<file path="src/rtl/overlay_source_pkg.sv">
// Shared definitions for the overlay source: FSM encoding and pixel packing offsets.
// Packed pixel layout is {A, ch2, ch1, ch0} with ch0 in the LSBs.
package overlay_source_pkg;

  typedef enum logic [1:0] {
    ST_IDLE   = 2'd0,
    ST_STREAM = 2'd1,
    ST_DONE   = 2'd2,
    ST_FLUSH  = 2'd3
  } state_t;

  localparam int OVL_NUM_CH = 3;

  // LSB of colour channel ch inside a packed pixel
  function automatic int ovl_ch_lsb(input int ch, input int pw);
    return ch * pw;
  endfunction

  // LSB of the alpha field inside a packed pixel
  function automatic int ovl_a_lsb(input int pw);
    return OVL_NUM_CH * pw;
  endfunction

endpackage

</file>
<file path="src/rtl/overlay_fifo.sv">
// Synchronous show-ahead FIFO with clear, occupancy count and simultaneous push/pop.
// Head data reads as zero while empty so downstream sees a transparent pixel.
module overlay_fifo #(
  parameter int W     = 32,
  parameter int DEPTH = 16
) (
  input  logic                     clk,
  input  logic                     resetb,
  input  logic                     clr,
  input  logic                     push,
  input  logic                     pop,
  input  logic [W-1:0]             wdata,
  output logic [W-1:0]             rdata,
  output logic [$clog2(DEPTH):0]   count,
  output logic                     empty,
  output logic                     full
);
  localparam int AW = $clog2(DEPTH);

  logic [W-1:0]  mem_q [DEPTH];
  logic [AW-1:0] wr_ptr_q, rd_ptr_q;
  logic [AW:0]   cnt_q;
  logic          wr_en, rd_en;

  assign empty = (cnt_q == '0);
  assign full  = (cnt_q == (AW+1)'(DEPTH));
  assign count = cnt_q;
  // a full FIFO still accepts a push when the head leaves in the same cycle
  assign wr_en = push && (!full || pop) && !clr;
  assign rd_en = pop && !empty && !clr;
  assign rdata = empty ? '0 : mem_q[rd_ptr_q];

  // storage array, no reset needed since count gates visibility
  always_ff @(posedge clk) begin
    if (wr_en) mem_q[wr_ptr_q] <= wdata;
  end

  // pointers and occupancy; clear wins over push/pop
  always_ff @(posedge clk or negedge resetb) begin
    if (!resetb) begin
      wr_ptr_q <= '0;
      rd_ptr_q <= '0;
      cnt_q    <= '0;
    end else if (clr) begin
      wr_ptr_q <= '0;
      rd_ptr_q <= '0;
      cnt_q    <= '0;
    end else begin
      if (wr_en) wr_ptr_q <= wr_ptr_q + AW'(1);
      if (rd_en) rd_ptr_q <= rd_ptr_q + AW'(1);
      cnt_q <= cnt_q + (AW+1)'(wr_en) - (AW+1)'(rd_en);
    end
  end

endmodule

</file>
<file path="src/rtl/overlay_source.sv">
// Overlay stream producer: prefetches packed pixels from memory into a show-ahead
// FIFO and presents the head to the blender, which pops with overlay_adv.
// Optional colour key: define OVERLAY_SRC_COLORKEY_EN to add key_color and force
// alpha to 0 for pixels whose colour equals the key.
module overlay_source
  import overlay_source_pkg::*;
#(
  parameter int PIXEL_WIDTH = 8,
  parameter int ALPHA_WIDTH = 8,
  parameter int DIM_WIDTH   = 11,
  parameter int ADDR_WIDTH  = 24,
  parameter int FIFO_DEPTH  = 16
) (
  input  logic                                         clk,
  input  logic                                         resetb,
  input  logic                                         enable,
  input  logic [ADDR_WIDTH-1:0]                        base_addr,
  input  logic [DIM_WIDTH-1:0]                         num_overlay_rows,
  input  logic [DIM_WIDTH-1:0]                         num_overlay_cols,
  input  logic                                         overlay_adv,
  input  logic                                         overlay_restart,
  output logic [PIXEL_WIDTH-1:0]                       overlay0,
  output logic [PIXEL_WIDTH-1:0]                       overlay1,
  output logic [PIXEL_WIDTH-1:0]                       overlay2,
  output logic [ALPHA_WIDTH-1:0]                       overlayA,
  output logic                                         underflow,
  output logic                                         rd_req,
  output logic [ADDR_WIDTH-1:0]                        rd_addr,
  input  logic                                         rd_ack,
  input  logic                                         rd_valid,
`ifdef OVERLAY_SRC_COLORKEY_EN
  input  logic [OVL_NUM_CH*PIXEL_WIDTH-1:0]            key_color,
`endif
  input  logic [OVL_NUM_CH*PIXEL_WIDTH+ALPHA_WIDTH-1:0] rd_data
);
  localparam int DW     = OVL_NUM_CH*PIXEL_WIDTH + ALPHA_WIDTH;
  localparam int CH0    = ovl_ch_lsb(0, PIXEL_WIDTH);
  localparam int CH1    = ovl_ch_lsb(1, PIXEL_WIDTH);
  localparam int CH2    = ovl_ch_lsb(2, PIXEL_WIDTH);
  localparam int A_LSB  = ovl_a_lsb(PIXEL_WIDTH);
  localparam int CW     = $clog2(FIFO_DEPTH) + 1;
  localparam int TW     = 2*DIM_WIDTH;

  state_t                state_q;
  logic                  rd_req_q;
  logic [ADDR_WIDTH-1:0] rd_addr_q;
  logic [TW-1:0]         issued_q;
  logic [CW-1:0]         out_q;
  logic                  under_q;

  logic                  ack, hold_req, active, restart_go;
  logic                  fifo_clr, push, pop, credit_ok;
  logic [CW-1:0]         fifo_cnt, cnt_nxt, out_d;
  logic [TW-1:0]         total, issued_inc;
  logic [DW-1:0]         wdata, head;
  logic                  fifo_empty, fifo_full;

  assign total = TW'(num_overlay_rows) * TW'(num_overlay_cols);

  // colour key: matching colour is stored fully transparent
`ifdef OVERLAY_SRC_COLORKEY_EN
  logic key_hit;
  assign key_hit = (rd_data[A_LSB-1:0] == key_color);
  assign wdata   = {key_hit ? {ALPHA_WIDTH{1'b0}} : rd_data[A_LSB +: ALPHA_WIDTH],
                    rd_data[A_LSB-1:0]};
`else
  assign wdata   = rd_data;
`endif

  // FIFO control, outstanding tracking and the credit check on next-cycle occupancy
  always_comb begin
    ack        = rd_req_q & rd_ack;
    hold_req   = rd_req_q & ~rd_ack;
    active     = enable && (state_q == ST_STREAM || state_q == ST_DONE);
    restart_go = active && overlay_restart;
    fifo_clr   = !enable || (state_q == ST_IDLE) || restart_go;
    push       = active && !restart_go && rd_valid;
    pop        = enable && !restart_go && overlay_adv && !fifo_empty;
    out_d      = out_q + CW'(ack) - CW'(rd_valid && (out_q != '0));
    cnt_nxt    = fifo_clr ? '0 : fifo_cnt + CW'(push) - CW'(pop);
    issued_inc = issued_q + TW'(ack);
    // reserve a slot for every read in flight so the FIFO can never overflow
    credit_ok  = (({1'b0, cnt_nxt} + {1'b0, out_d}) < (CW+1)'(FIFO_DEPTH)) &&
                 (issued_inc < total);
  end

  // stream FSM with registered request, address, counters and sticky underflow
  always_ff @(posedge clk or negedge resetb) begin
    if (!resetb) begin
      state_q   <= ST_IDLE;
      rd_req_q  <= 1'b0;
      rd_addr_q <= '0;
      issued_q  <= '0;
      out_q     <= '0;
      under_q   <= 1'b0;
    end else begin
      // returns are always counted, even while idle or disabled
      out_q <= out_d;
      if (!enable) begin
        state_q  <= ST_IDLE;
        rd_req_q <= 1'b0;
        issued_q <= '0;
        under_q  <= 1'b0;
      end else begin
        if (overlay_adv && fifo_empty && !restart_go) under_q <= 1'b1;
        case (state_q)
          ST_IDLE: begin
            rd_req_q <= 1'b0;
            issued_q <= '0;
            // reads dropped at disable must drain before a new pass starts
            if (out_q == '0) state_q <= ST_STREAM;
          end
          ST_STREAM: begin
            if (restart_go) begin
              issued_q <= '0;
              rd_req_q <= hold_req;
              // a still-pending request belongs to the old pass, flush it too
              state_q  <= (out_d != '0 || hold_req) ? ST_FLUSH : ST_STREAM;
            end else begin
              issued_q <= issued_inc;
              if (hold_req) begin
                rd_req_q <= 1'b1;
              end else if (credit_ok) begin
                rd_req_q  <= 1'b1;
                rd_addr_q <= base_addr + ADDR_WIDTH'(issued_inc);
              end else begin
                rd_req_q <= 1'b0;
              end
              if (total != '0 && issued_q == total && out_q == '0 && !rd_req_q)
                state_q <= ST_DONE;
            end
          end
          ST_DONE: begin
            rd_req_q <= 1'b0;
            if (restart_go) begin
              issued_q <= '0;
              state_q  <= (out_d != '0) ? ST_FLUSH : ST_STREAM;
            end
          end
          ST_FLUSH: begin
            rd_req_q <= hold_req;
            issued_q <= '0;
            if (out_d == '0 && !hold_req) state_q <= ST_STREAM;
          end
          default: state_q <= ST_IDLE;
        endcase
      end
    end
  end

  overlay_fifo #(
    .W     (DW),
    .DEPTH (FIFO_DEPTH)
  ) u_fifo (
    .clk    (clk),
    .resetb (resetb),
    .clr    (fifo_clr),
    .push   (push),
    .pop    (pop),
    .wdata  (wdata),
    .rdata  (head),
    .count  (fifo_cnt),
    .empty  (fifo_empty),
    .full   (fifo_full)
  );

  // full is implied by the credit rule; kept on the FIFO for reuse
  logic unused_full;
  assign unused_full = fifo_full;

  assign overlay0  = head[CH0 +: PIXEL_WIDTH];
  assign overlay1  = head[CH1 +: PIXEL_WIDTH];
  assign overlay2  = head[CH2 +: PIXEL_WIDTH];
  assign overlayA  = head[A_LSB +: ALPHA_WIDTH];
  assign underflow = under_q;
  assign rd_req    = rd_req_q;
  assign rd_addr   = rd_addr_q;

endmodule

</file>
<file path="config.mk">
export PLATFORM = sky130hd
export DESIGN_NAME = overlay_source
export DESIGN_NICKNAME = d
export VERILOG_FILES = /design/src/rtl/overlay_source_pkg.sv /design/src/rtl/overlay_fifo.sv /design/src/rtl/overlay_source.sv
export SDC_FILE = /design/constraint.sdc
export NUM_CORES = 1
export LEC_CHECK = 0
export ABC_CLOCK_PERIOD_IN_PS = 4600
export CORE_MARGIN = 1.5
export CORE_UTILIZATION = 40
export DETAILED_ROUTE_END_ITERATION = 8
export SKIP_LAST_GASP = 1
export SLEW_MARGIN = 40
export SYNTH_ARGS = -nofsm -noshare
export SYNTH_HDL_FRONTEND = slang
export SYNTH_SLANG_ARGS = --single-unit
</file>
<file path="constraint.sdc">
create_clock -name clk -period 4.6 [get_ports clk]
set_input_delay 1.38 -clock clk [delete_from_list [all_inputs] [get_ports clk]]
set_output_delay 1.38 -clock clk [all_outputs]
set_load 0.03 [all_outputs]
</file>
==> flow_summary.yaml, run 1 <==
run_status:
  status: "complete, but fails checks"
  violations: "negative setup slack"
logic_synthesis:
  syn-cell-area_sq_um: 29860
  yosysSeqAreaShare_pct: 57.18
  syn_nets: 2482
  synthFlopType: "edfxtp_1"
  async_reset_ff_share_pct: 11.72
  synth_top_area_cell: "edfxtp_1"
  synth_top_area_share_pct: 51.48
  syn_inst: 2182
  synthTopCellsByArea: "edfxtp_1 (51%), dfrtp_1 (5.7%), fa_1 (5.6%), ha_1 (5.5%), mux4_2 (4.8%)"
  synth_area_per_cell_sq_um: 13.69
  yosys_warnings: 0
  synth_seq_cells: 580
  synth-edff-count: 512
  synth.distinct_cells: 83
  synth_common_cells: "edfxtp_1 (512), nor2_1 (178), ha_1 (131)"
  yosysMostFrequentCell: "edfxtp_1"
worst_setup_path:
  crit_path_start_kind: "input pin"
  crit_required_ps: 5070
  critPathArrivalTime_ps: 7400
  crit_type: "input pin to register"
  cp_max_fo: 7
  worst_setup_path_end_kind: "register"
timing:
  period_share_pct: 150.7
  hold_slack_ps: 514.9
  setup_viol: 27
  worst_pin_slew_ps: 744.8
  fin_ws_ps: -2333
  hold_violations: 0
  max_freq_ghz: 0.1442
  min_period_ps: 6933
  grt_setup_unrepaired: "true"
  clock_skew_ps: 79.70
  maxSlewViolCount: 0
  relSlewSlack_pct: 50.35
cts:
  clk_latency_ps: 660
  postCtsHoldBufs: 0
  cts.sinks: 580
  clk_pin_slew_ps: 60
  root_buffer: "clkbuf_16"
  cts_made_buffers: 59
  clockBufferDepth: 3
  cts_tree: "done"
  cts_htree_levels: 2
floorplanning:
  dieArea_sq_um: 76310
  core_area_sq_um: 74200
  fp-row-count: 100
  die_width_microns: 276.2
  start_util_pct: 40.25
  io_pins: 143
  chipHeight_microns: 276.2
global_routing:
  met1_usage_pct: 24.58
  grt_overflow: 0
  grt_use_total_pct: 19.17
  grt_use_met3_pct: 3.034
  use_met2_pct: 33.90
  grt_first_pass_wirelength_microns: 115000
  antenna_found_initial: 4
  top_usage_layer: "met2"
  grt_max_degree: 69
  grt_pass1_vias: 20210
detailed_routing:
  postRouteAntennaNets: 0
  firstDrtPassIters: 5
  routed_wl_microns: 73240
  vias_per_cell: 5.297
  first_iter_violations: 1138
  wl_per_cell_microns: 20.22
  drc_errors: 0
  dr_total_vias: 19180
finish:
  antenna_cells: 0
  drive_gt1_share_pct: 25.29
  syn_to_final_growth_pct: 26.40
  fill_cells: 6241
  seq_area_sq_um: 17090
  multi_input_area_sq_um: 12520
  final_net_count: 2904
placed_design:
  hpwlAfterDp_microns: 47620
  place.gp.congestion: 0.8560
  io_buffers: 142
power_and_ir_drop:
  p_per_area_nw_per_um2: 501.4
  ir_drop_uv: 505.1
  power_mw: 18.93
  p_leak_nw: 13.85
run:
  maxCapViolCount: 0
worst_hold_path:
  hold_class: "register to register"
[placed cells by master, fill, tap and decap left out, types with 14 or more instances in the layout]
| cell | netlist | routed |
|---|---|---|
| inv_1 | 121 | 115 |
| mux2_4 | 0 | 17 |
| nand2_1 | 129 | 103 |
| nor3_1 | 58 | 52 |
| dfrtp_1 | 68 | 65 |
| mux2i_1 | 128 | 128 |
| clkbuf_16 | 0 | 60 |
| mux4_2 | 64 | 64 |
| buf_4 | 2 | 293 |
| ha_1 | 131 | 115 |
| o221ai_1 | 34 | 33 |
| nor2_1 | 178 | 164 |
| and2_1 | 55 | 55 |
| clkinv_1 | 0 | 16 |
| buf_6 | 2 | 26 |
| a21boi_0 | 33 | 33 |
| xnor2_1 | 46 | 45 |
| a21o_1 | 22 | 22 |
| buf_12 | 0 | 47 |
| a22o_1 | 17 | 17 |
| ha_4 | 0 | 14 |
| o21ai_0 | 96 | 92 |
| xor2_1 | 37 | 37 |
| clkbuf_1 | 77 | 14 |
| nand3_1 | 21 | 21 |
| fa_1 | 84 | 73 |
| nand2_2 | 0 | 23 |
| clkdlybuf4s50_1 | 0 | 89 |
| edfxtp_1 | 512 | 512 |
| a21oi_1 | 44 | 41 |
[critical path: stages]
cell and delay, ps:
buf_6 110, buf_4 140, nand2_2 50, fa_2 450
fa_1 580, fa_2 480, fa_2 590, fa_1 420
inv_2 80, ha_4 210, and4_4 180, buf_4 140
and3_4 170, and3_4 190, o41ai_4 290, xor2_1 150
ha_2 210, o31a_1 250, a311oi_2 300, o221ai_2 160
a21oi_2 220, buf_6 150, clkbuf_16 150, mux2_2 320
[logic make-up (layout without fill, tap and decap cells)]
logic type | after synthesis | after routing | share of synthesized area, %
mux | 217 | 217 | 10.06
xor+xnor | 86 | 86 | 2.673
simple gates | 528 | 528 | 8.405
flops | 580 | 580 | 57.18
buf+inv | 229 | 700 | 3.100
compound gates | 327 | 327 | 7.462
fa+ha+maj | 215 | 215 | 11.12
[metal layers]
metal / share of wire [%] / routed length (microns) / up-vias
met5: 0.068 / 50 / -
met4: 2.1 / 1531 / 8
met3: 4.5 / 3260 / 111
met2: 51 / 37200 / 389
met1: 43 / 31190 / 9732
li1: - / - / 8944
[per-stage QoR]
stage	instances	TNS [ps]	setup WS (ps)	util [%]	instance area (sq um)
5_1_grt	3622	-66640	-2522	50.87	37750
6_report	3622	-61580	-2333	50.87	37750
4_1_cts	3616	-64170	-2428	50.53	37490
2_1_floorplan	2182	-71050	-2709	-	30270
3_5_place_dp	3488	-98520	-3712	47.31	35100
3_3_place_gp	3488	-96090	-3613	47.30	35090
[state kept, by name (all words and copies together), names as in the netlist]
name             cells
rd_req               1
u_fifo.count         5
out_q                5
u_fifo.rd_ptr_q      4
u_fifo.mem_q       512
underflow            1
u_fifo.wr_ptr_q      4
state_q              2
rd_addr             24
issued_q            22
[timing repair]
action,in CTS,in global routing
setup buffers,16,5
resized for setup,162,51
gates cloned,2,1
pin swaps,51,31
hold endpoints to repair,0,0
setup endpoints to repair,27,32
[where the power goes]
part | switching (mW) | internal [mW]
clock | 2.02 | 2.78
combinational | 3.90 | 4.23
sequential | 0.0966 | 5.89
[worst paths after layout]
path	startpoint	endpoint	slack, ps	cells after the start
max	num_overlay_cols[6]	rd_addr[7]	-2330	24
min	rd_addr[6]	rd_addr[6]	510	1
max reg2reg	out_q[2]	state_q[1]	-190	18
min reg2reg	rd_addr[6]	rd_addr[6]	510	1
max in group asynchronous	resetb	u_fifo.rd_ptr_q[0]	3260	1
min in group asynchronous	resetb	rd_addr[15]	800	1
[layout make-up]
type                    instances  area share [%]
multi-input cells            1373           33.17
inverters                     121           1.203
flip-flops and latches        580           45.26
well taps                     969           3.212
repair buffers                469           11.95
clock buffers                  74           4.087
clock inverters                36           1.110
Power figures use the tool's default switching activity.
==> inputs of run 2 (changes only) <==
- ABC_CLOCK_PERIOD_IN_PS: 4600 -> 5600
- clock period: 4.6 -> 5.6 ns (I/O delays scaled with it)
==> run 2 against run 1 <==
Net effect:
- final area decreased by 1.0%
- critical endpoint is now rd_addr[9]
- hold slack got worse by 20 ps
- first-iteration DRC count decreased by 5.0%
- global-route usage is 0.15 points lower
- worst setup slack improved by 610 ps
- flip-flop and latch count stayed put
- the run still ends with negative setup slack left
- via count fell by 1.7%
- power shrank 18%
- clock power is 18% lower
- cell count fell by 0.99%
- critical path depth unchanged
==> flow_summary.yaml, run 2 (same netlist as run 1, synthesis figures left out) <==
placed_design:
  hpwlAfterDp_microns: 47420
  pre_cts_ws_ps: -2903
  io_buffers: 142
  place.gp.congestion: 0.8517
timing:
  hold_violations: 0
  relSlewSlack_pct: 46.23
  fin_ws_ps: -1726
  max_freq_ghz: 0.1365
  setup_viol: 27
  grt_setup_unrepaired: "true"
  min_period_ps: 7326
  maxSlewViolCount: 0
  clock_skew_ps: 76.89
  period_share_pct: 130.8
  worst_pin_slew_ps: 806.6
  hold_slack_ps: 495.2
cts:
  cts_htree_levels: 2
  clk_latency_ps: 660
  clockBufferDepth: 3
  cts_tree: "done"
  clk_pin_slew_ps: 60
  cts_made_buffers: 59
  cts.sinks: 580
  root_buffer: "clkbuf_16"
  postCtsHoldBufs: 0
power_and_ir_drop:
  p_leak_nw: 13.59
  ir_drop_uv: 355.2
  p_per_area_nw_per_um2: 414.1
detailed_routing:
  postRouteAntennaNets: 0
  dr_total_vias: 18860
  vias_per_cell: 5.260
  wl_per_cell_microns: 20.16
  routed_wl_microns: 72300
  first_iter_violations: 1081
  drc_errors: 0
  firstDrtPassIters: 5
worst_setup_path:
  cp_max_fo: 6
  crit_type: "input pin to register"
  critPathArrivalTime_ps: 7790
  crit_path_end: "rd_addr[9]"
  startpoint: "num_overlay_cols[4]"
  worst_setup_path_end_kind: "register"
  r2r_start: "out_q[3]"
  r2r-end: "state_q[0]"
  reg2reg_slack_ps: 780
  crit_required_ps: 6070
  rr_worst_depth: 18
  crit_path_start_kind: "input pin"
global_routing:
  grt_max_degree: 69
  top_usage_layer: "met2"
  use_met2_pct: 33.23
  grt_use_met3_pct: 2.915
  grt_pass1_vias: 19890
  grt_use_total_pct: 19.02
  grt_first_pass_wirelength_microns: 113100
  antenna_found_initial: 8
  met1_usage_pct: 24.44
  grt_overflow: 0
worst_hold_path:
  hold_class: "register to register"
  min_path_cells: 1
floorplanning:
  die_width_microns: 276.2
  io_pins: 143
  core_area_sq_um: 74200
  chipHeight_microns: 276.2
  start_util_pct: 40.25
  fp-row-count: 100
  dieArea_sq_um: 76310
finish:
  final_common_cell: "edfxtp_1"
  regMostFlops: "u_fifo.mem_q"
  syn_to_final_growth_pct: 25.08
  final_cell_mix: "edfxtp_1 (512), buf_4 (263), nor2_1 (164), mux2i_1 (128), ha_1 (112)"
  drive_gt1_share_pct: 23.97
  final_net_count: 2867
  largest_reg_flops: 512
run_status:
  status: "complete, but fails checks"
  violations: "negative setup slack"
run:
  maxCapViolCount: 0
-- run 2: cell count changes in the layout (fill, tap and decap cells not counted), sizes merged --
cell | previous run | this run
clkdlybuf4s15 | 0 | 2
clkbuf | 76 | 72
clkinvlp | 2 | 1
clkinv | 27 | 31
diode | 0 | 1
buf | 378 | 329
clkdlybuf4s50 | 89 | 100
-- run 2: metal layers --
metal / routed length (microns) / share of wire, %
met5: 82 / 0.11
met4: 1833 / 2.5
met3: 3042 / 4.2
met2: 36660 / 51
met1: 30680 / 42
-- run 2: worst min-delay path by stage --
stage / startpoint / slack (ps) / to
after global placement: underflow / 480 / underflow
after CTS: underflow / 500 / underflow
after detailed placement: underflow / 490 / underflow
after floorplan: out_q[0] / 510 / out_q[0]
after global routing: rd_addr[13] / 520 / rd_addr[13]
final: underflow / 500 / underflow
-- run 2: area by class of cell --
type | count | area (sq um)
fillers | 6310 | 36840
flip-flops and latches | 580 | 17090
multi-input cells | 1373 | 12550
repair buffers | 432 | 4093
clock buffers | 71 | 1521
well taps | 969 | 1212
inverters | 121 | 454.2
clock inverters | 39 | 434.2
diodes | 1 | 2.502
-- run 2: report_power, final --
part           total [mW]  internal, mW  switching (mW)  leakage, nW
Sequential           4.93          4.84          0.0865         5.48
Clock                3.93          2.27            1.67        0.945
Combinational        6.61          3.43            3.18         7.17
Total                15.5          10.5            4.93         13.6
-- run 2: stage by stage --
step	util, %	setup TNS [ps]	instances	area [sq um]	total power [mW]
final	50.34	-45160	3586	37350	15.47
after global routing	50.34	-49210	3586	37350	16.40
after CTS	50.01	-45400	3583	37110	15.35
after detailed placement	46.82	-76890	3451	34740	10.87
after global placement	46.81	-77110	3451	34730	10.79
after floorplan	-	-52150	2182	30270	8.676
-- run 2: critical path, stage by stage --
cell and delay, ps:
buf_12 100, buf_6 110, nand2_1 70, fa_1 540, fa_1 460, fa_2 620
fa_2 460, fa_1 570, inv_2 50, ha_4 260, and4_4 150, buf_4 130
and3_4 170, and3_4 180, o41ai_2 290, xor2_1 160, ha_1 240, o31a_1 250
a311oi_2 290, o221ai_2 160, a21oi_2 210, buf_6 160, buf_12 130, mux2_2 330
-- run 2: repair_timing --
item | CTS | global route
setup buffers | 20 | 2
endpoints found under the setup margin | 27 | 27
gates cloned | 2 | 1
pin swaps | 60 | 58
gates resized for setup | 150 | 59
